`config.mk`:
```
export PLATFORM = sky130hd
export DESIGN_NAME = sccb_master
export DESIGN_NICKNAME = d
export VERILOG_FILES = /design/src/rtl/sccb_master.sv
export SDC_FILE = /design/constraint.sdc
export NUM_CORES = 1
export LEC_CHECK = 0
export CORE_MARGIN = 3
export CORE_UTILIZATION = 55
export DETAILED_ROUTE_END_ITERATION = 12
export GPL_ROUTABILITY_DRIVEN = 0
export PLACE_DENSITY = 0.84
export SLEW_MARGIN = 20
export SYNTH_ARGS = -nofsm -noshare
export SYNTH_HDL_FRONTEND = slang
export SYNTH_SLANG_ARGS = --single-unit
export TNS_END_PERCENT = 30
```
`constraint.sdc`:
```
create_clock -name clk -period 2.2 [get_ports clk]
set_input_delay 0.22 -clock clk [delete_from_list [all_inputs] [get_ports clk]]
set_output_delay 0.22 -clock clk [all_outputs]
set_load 0.01 [all_outputs]
```
`src/rtl/sccb_master.sv`:
```
// SCCB (OV7670) 3-phase write master: START, 27 bits {DEV_ADDR,X,reg_addr,X,reg_data,X}, STOP.
// Latency: start sampled in cycle T, done pulses in cycle T+114*Q+1, where Q = CLK_FREQ_HZ/(4*SCCB_FREQ_HZ).
// Backpressure: start is accepted only in IDLE; requests while busy (or during done) are dropped.
// Ports:
//   clk, rst       : rising-edge clock, synchronous active-high reset
//   start          : request a write of reg_data to reg_addr
//   reg_addr/data  : captured at accept, free to change afterwards
//   busy, done     : transaction in flight / one-cycle completion pulse
//   nack           : OR of the three don't-care-bit samples, valid with done
//   sioc           : SCCB clock, push-pull
//   siod_out/oe    : SIOD drive value and enable (pad = oe ? out : Z)
//   siod_in        : raw SIOD pin, synchronized internally
module sccb_master #(
  parameter int         CLK_FREQ_HZ  = 100_000_000,
  parameter int         SCCB_FREQ_HZ = 100_000,
  parameter logic [7:0] DEV_ADDR     = 8'h42
) (
  input  logic       clk,
  input  logic       rst,
  input  logic       start,
  input  logic [7:0] reg_addr,
  input  logic [7:0] reg_data,
  output logic       busy,
  output logic       done,
  output logic       nack,
  output logic       sioc,
  output logic       siod_out,
  output logic       siod_oe,
  input  logic       siod_in
);

  localparam int Q  = CLK_FREQ_HZ / (4 * SCCB_FREQ_HZ);
  localparam int QW = (Q > 1) ? $clog2(Q) : 1;

  if (Q < 4) begin : g_q_too_small
    $error("sccb_master: quarter-bit period Q=%0d is below the minimum of 4", Q);
  end

  typedef enum logic [2:0] {
    S_IDLE,
    S_START,
    S_BITS,
    S_STOP,
    S_DONE
  } state_t;

  state_t          state;
  state_t          next_state;
  logic [QW-1:0]   qcnt;
  logic [1:0]      quarter;
  logic [4:0]      bit_cnt;
  logic [26:0]     shreg;
  logic            nack_r;
  logic            sync1;
  logic            sync2;

  logic            quarter_end;
  logic            bit_end;
  logic            dont_care;

  assign quarter_end = (qcnt == QW'(Q - 1));
  assign bit_end     = quarter_end && (quarter == 2'd3);
  // 0-based bit indices 8, 17 and 26 are the slave's don't-care slots.
  assign dont_care   = (bit_cnt == 5'd8) || (bit_cnt == 5'd17) || (bit_cnt == 5'd26);

  // State register plus the counters and datapath it sequences.
  always_ff @(posedge clk) begin
    if (rst) begin
      state   <= S_IDLE;
      qcnt    <= '0;
      quarter <= '0;
      bit_cnt <= '0;
      shreg   <= '1;
      nack_r  <= 1'b0;
      sync1   <= 1'b1;
      sync2   <= 1'b1;
    end else begin
      state <= next_state;
      sync1 <= siod_in;
      sync2 <= sync1;

      // Quarter timing restarts on every state change so each phase begins at q0.
      if (next_state != state || state == S_IDLE || state == S_DONE) begin
        qcnt    <= '0;
        quarter <= '0;
      end else if (quarter_end) begin
        qcnt    <= '0;
        quarter <= quarter + 2'd1;
      end else begin
        qcnt <= qcnt + QW'(1);
      end

      if (state == S_IDLE && start) begin
        shreg   <= {DEV_ADDR, 1'b1, reg_addr, 1'b1, reg_data, 1'b1};
        bit_cnt <= '0;
        nack_r  <= 1'b0;
      end else if (state == S_BITS && bit_end) begin
        shreg   <= {shreg[25:0], 1'b1};
        bit_cnt <= bit_cnt + 5'd1;
        if (dont_care) begin
          nack_r <= nack_r | sync2;
        end
      end
    end
  end

  // Next-state logic.
  always_comb begin
    next_state = state;
    case (state)
      S_IDLE:  if (start) next_state = S_START;
      S_START: if (quarter_end && quarter == 2'd1) next_state = S_BITS;
      S_BITS:  if (bit_end && bit_cnt == 5'd26) next_state = S_STOP;
      S_STOP:  if (bit_end) next_state = S_DONE;
      S_DONE:  next_state = S_IDLE;
      default: next_state = S_IDLE;
    endcase
  end

  // Output decode; bus idles high in IDLE and DONE.
  always_comb begin
    sioc     = 1'b1;
    siod_out = 1'b1;
    siod_oe  = 1'b1;
    busy     = 1'b0;
    done     = 1'b0;
    case (state)
      S_START: begin
        busy     = 1'b1;
        siod_out = 1'b0;
      end
      S_BITS: begin
        busy     = 1'b1;
        sioc     = quarter[1];
        siod_out = shreg[26];
        siod_oe  = ~dont_care;
      end
      S_STOP: begin
        busy     = 1'b1;
        sioc     = (quarter != 2'd0);
        siod_out = quarter[1];
      end
      S_DONE: begin
        done = 1'b1;
      end
      default: begin
      end
    endcase
  end

  assign nack = nack_r;

endmodule

```
==> qor.json <==
{
  "endpoint": "sioc",
  "ys.flop_type": "sky130_fd_sc_hd__dfxtp_1",
  "clk_pin_slew_worst_paths_ps": 90,
  "multi_input_logic_area_um2": 1170,
  "cts_tree": "yes",
  "power_density_nw_per_um2": 627,
  "first_global_vias": 1671,
  "synth_instances": 249,
  "setup_repair_after_global_routing_missed_its_margin": "no",
  "floorplan.io_pins": 26,
  "mostFrequentLayoutCell": "sky130_fd_sc_hd__nand2_1",
  "yosys.cell_types.count": 49,
  "layout.cells.most_common_list": "sky130_fd_sc_hd__nand2_1 (47), sky130_fd_sc_hd__dfxtp_1 (44), sky130_fd_sc_hd__clkdlybuf4s50_1 (24)",
  "worstSetupStartpointType": "flip-flop",
  "tns_ps": 0,
  "total_power_mw": 1.63,
  "timing.final.setup_violations": 0,
  "wl_per_cell_um": 13.9,
  "layout_worst_path_cycle_share": 0.939,
  "crit_arrival_ps": 1850,
  "min_path_type": "flip-flop to flip-flop",
  "ff2ff_path_depth": 5,
  "clock.fmax_mhz": 484,
  "top_usage_layer_grt": "met2",
  "cts-root-buf": "sky130_fd_sc_hd__clkbuf_8",
  "sequential_cell_area_um2": 947,
  "drt_wl_total_um": 4500,
  "critPathLaunch": "state[2]$_SDFF_PP0_",
  "nFillCells": 310,
  "area.growth.synth_to_final_pct": 17.5,
  "r2r_end": "state[0]$_SDFF_PP0_",
  "max_slew.worst_pin.slew_ps": 508,
  "grt_max_degree": 29,
  "outcome": "complete, no violations",
  "cp-end-kind": "output pin",
  "htreeDepth": 2,
  "worst_path_max_delay_cell": "sky130_fd_sc_hd__dfxtp_1",
  "antenna-diode-count": 0,
  "numPortBuffers": 25,
  "met3_usage": 0.0478,
  "ir_worst_vdd_mv": 0.451,
  "post-cts-setup-buffer-count": 0,
  "critical_path.max_stage_delay_ps": 600,
  "leakagePower_nw": 1.05,
  "timing.hold.worst_path_depth": 1,
  "clk_sink_count": 47,
  "synth.top_cells.by_area": "sky130_fd_sc_hd__dfxtp_1 (42%), sky130_fd_sc_hd__nand2_1 (8.0%), sky130_fd_sc_hd__a221oi_1 (5.9%)",
  "num_vias": 1864,
  "cp_top_family": "flip-flops",
  "synth.top_cell.area_share": 0.424,
  "clkLatencyLatePin_ps": 310,
  "max-slew-margin-rel": 0.659,
  "critical_path_buf_inv_count": 1,
  "dp_cell_count": 315,
  "final_net_count": 303,
  "holdBufCountCts": 0,
  "r2r_start": "qcnt[0]$_SDFF_PP0_",
  "dieWidth_um": 69.5,
  "post_synth.cell_area_avg_um2": 8.90,
  "globalRouteMet1Util": 0.259,
  "fin_skew_ps": 10.9,
  "netlist_area_um2": 2220,
  "clk_path_buf_depth": 2,
  "remaining_drc_errors": 0,
  "cp.depth": 3,
  "drv_cap": 0,
  "synth.yosys.seq_area_share": 0.424,
  "floorplan.initialDensity": 0.588,
  "min_period_ps": 2070,
  "grt_pass1_wl_um": 7530,
  "crit_fanout": 12,
  "initial_antenna_violation_count": 0,
  "met2_usage_grt": 0.297,
  "share_of_final_layout_standard_cells_stronger_than_drive_strength_1": 0.109,
  "floorplan.core_area_um2": 3770,
  "die_h_um": 69.5,
  "synth_seq_cells": 47,
  "async_set_reset_flop_share_out_of_synthesis": 0,
  "critPathRequiredTime_ps": 1980,
  "floorplan.rows": 22,
  "regToRegSetupSlack_ps": 400,
  "synth_top_cell_by_area": "sky130_fd_sc_hd__dfxtp_1",
  "worstPathCellList": "nor2b_1, a32oi_1, clkdlybuf4s50_1",
  "drt_pre_antenna_iters": 4,
  "dieArea_um2": 4830,
  "layoutNonFillerInstCount": 323,
  "number_of_flops_mapped_to_enable_cells_by_yosys": 0,
  "route.detailed.vias_per_inst": 5.77,
  "overflow": 0,
  "drv_slew": 0,
  "synthesis.yosys.warnings": 0,
  "critical_path_class": "flip-flop to output pin",
  "tritoncts.num_buffers": 5,
  "synth_nets": 278,
  "grt_util_all_layers": 0.191,
  "final-hold-violation-count": 0,
  "drt_iter0_drc": 79,
  "place_hpwl_um": 3150,
  "number_of_nets_still_failing_antenna_checks_after_routing": 0
}
power breakdown:
part           switching (mW)  internal, mW  leakage [nW]
logic                  0.0785        0.0882         0.608
registers              0.0244         0.889         0.388
clock network           0.295         0.257        0.0516
total                   0.398          1.23          1.05
cells in the mapped netlist (2+ instances only):
library cell	instances
sky130_fd_sc_hd__a221oi_1	15
sky130_fd_sc_hd__or2_2	4
sky130_fd_sc_hd__and4b_1	2
sky130_fd_sc_hd__a21oi_1	5
sky130_fd_sc_hd__clkbuf_1	3
sky130_fd_sc_hd__o21ai_0	5
sky130_fd_sc_hd__a31oi_1	2
sky130_fd_sc_hd__nor2_1	18
sky130_fd_sc_hd__a211o_1	6
sky130_fd_sc_hd__nor3_1	5
sky130_fd_sc_hd__and4_1	3
sky130_fd_sc_hd__mux2_2	2
sky130_fd_sc_hd__nor4_1	4
sky130_fd_sc_hd__xnor2_1	6
sky130_fd_sc_hd__buf_4	3
sky130_fd_sc_hd__xor2_1	2
sky130_fd_sc_hd__nor2b_1	2
sky130_fd_sc_hd__o211ai_1	2
sky130_fd_sc_hd__nand2_1	47
sky130_fd_sc_hd__ha_1	9
sky130_fd_sc_hd__nand4_1	2
sky130_fd_sc_hd__nand3b_1	3
sky130_fd_sc_hd__and3_1	7
sky130_fd_sc_hd__buf_2	6
sky130_fd_sc_hd__nand3_1	8
sky130_fd_sc_hd__inv_1	9
sky130_fd_sc_hd__dfxtp_1	47
area by class of cell:
class	count	share of cell area
multi-input combinational	180	0.451
sequential	47	0.364
clock inverter	2	0.00528
timing repair buffer	31	0.113
clock buffer	6	0.0317
tap	48	0.0231
inverter	9	0.0130
cells by family (layout without fill, tap and decap cells):
family,count (synthesis),count (layout),share of synthesized area
muxes,3,3,0.0147
buffers and inverters,22,48,0.0491
AOI/OAI and AO/OA,44,44,0.153
DFF,47,47,0.424
and+or+nand+nor,116,116,0.276
adders and majority gates,9,9,0.0508
xor gates and xnor gates,8,8,0.0316
how the worst min path moves through the flow:
stage                               start               endpoint
finish                   sync1$_SDFF_PP1_       sync2$_SDFF_PP1_
CTS                      sync1$_SDFF_PP1_       sync2$_SDFF_PP1_
global placement         sync1$_SDFF_PP1_       sync2$_SDFF_PP1_
detailed placement       sync1$_SDFF_PP1_       sync2$_SDFF_PP1_
floorplan                         siod_in       sync1$_SDFF_PP1_
global route        shreg[6]$_SDFFE_PP1P_  shreg[6]$_SDFFE_PP1P_
metrics by stage:
step / cell area [um2] / setup WS [ps] / util / hold WS, ps
final: 2610 / 135 / 0.691 / 419
after global routing: 2610 / 2.08 / 0.691 / 461
after CTS: 2600 / 44.0 / 0.690 / 424
after detailed placement: 2500 / 241 / 0.664 / 406
after global placement: 2500 / 315 / 0.664 / 392
after floorplan: 2220 / 606 / - / 324
metal layers:
layer	share of wire	vias up
met5	0	-
met4	0.016	0
met3	0.033	6
met2	0.46	34
met1	0.49	881
li1	-	943
state kept, by name (all words and copies together) (netlist names):
signal,count
quarter,2
sync1,1
sync2,1
shreg,26
state,3
nack,1
bit_cnt,5
qcnt,8
timing repair:
| item | 4_1_cts | 5_1_grt |
|---|---|---|
| setup endpoints to repair | 1 | 1 |
| hold endpoints to repair | 0 | 0 |
| gates resized for setup | 4 | 1 |
Power figures use the tool's default switching activity.
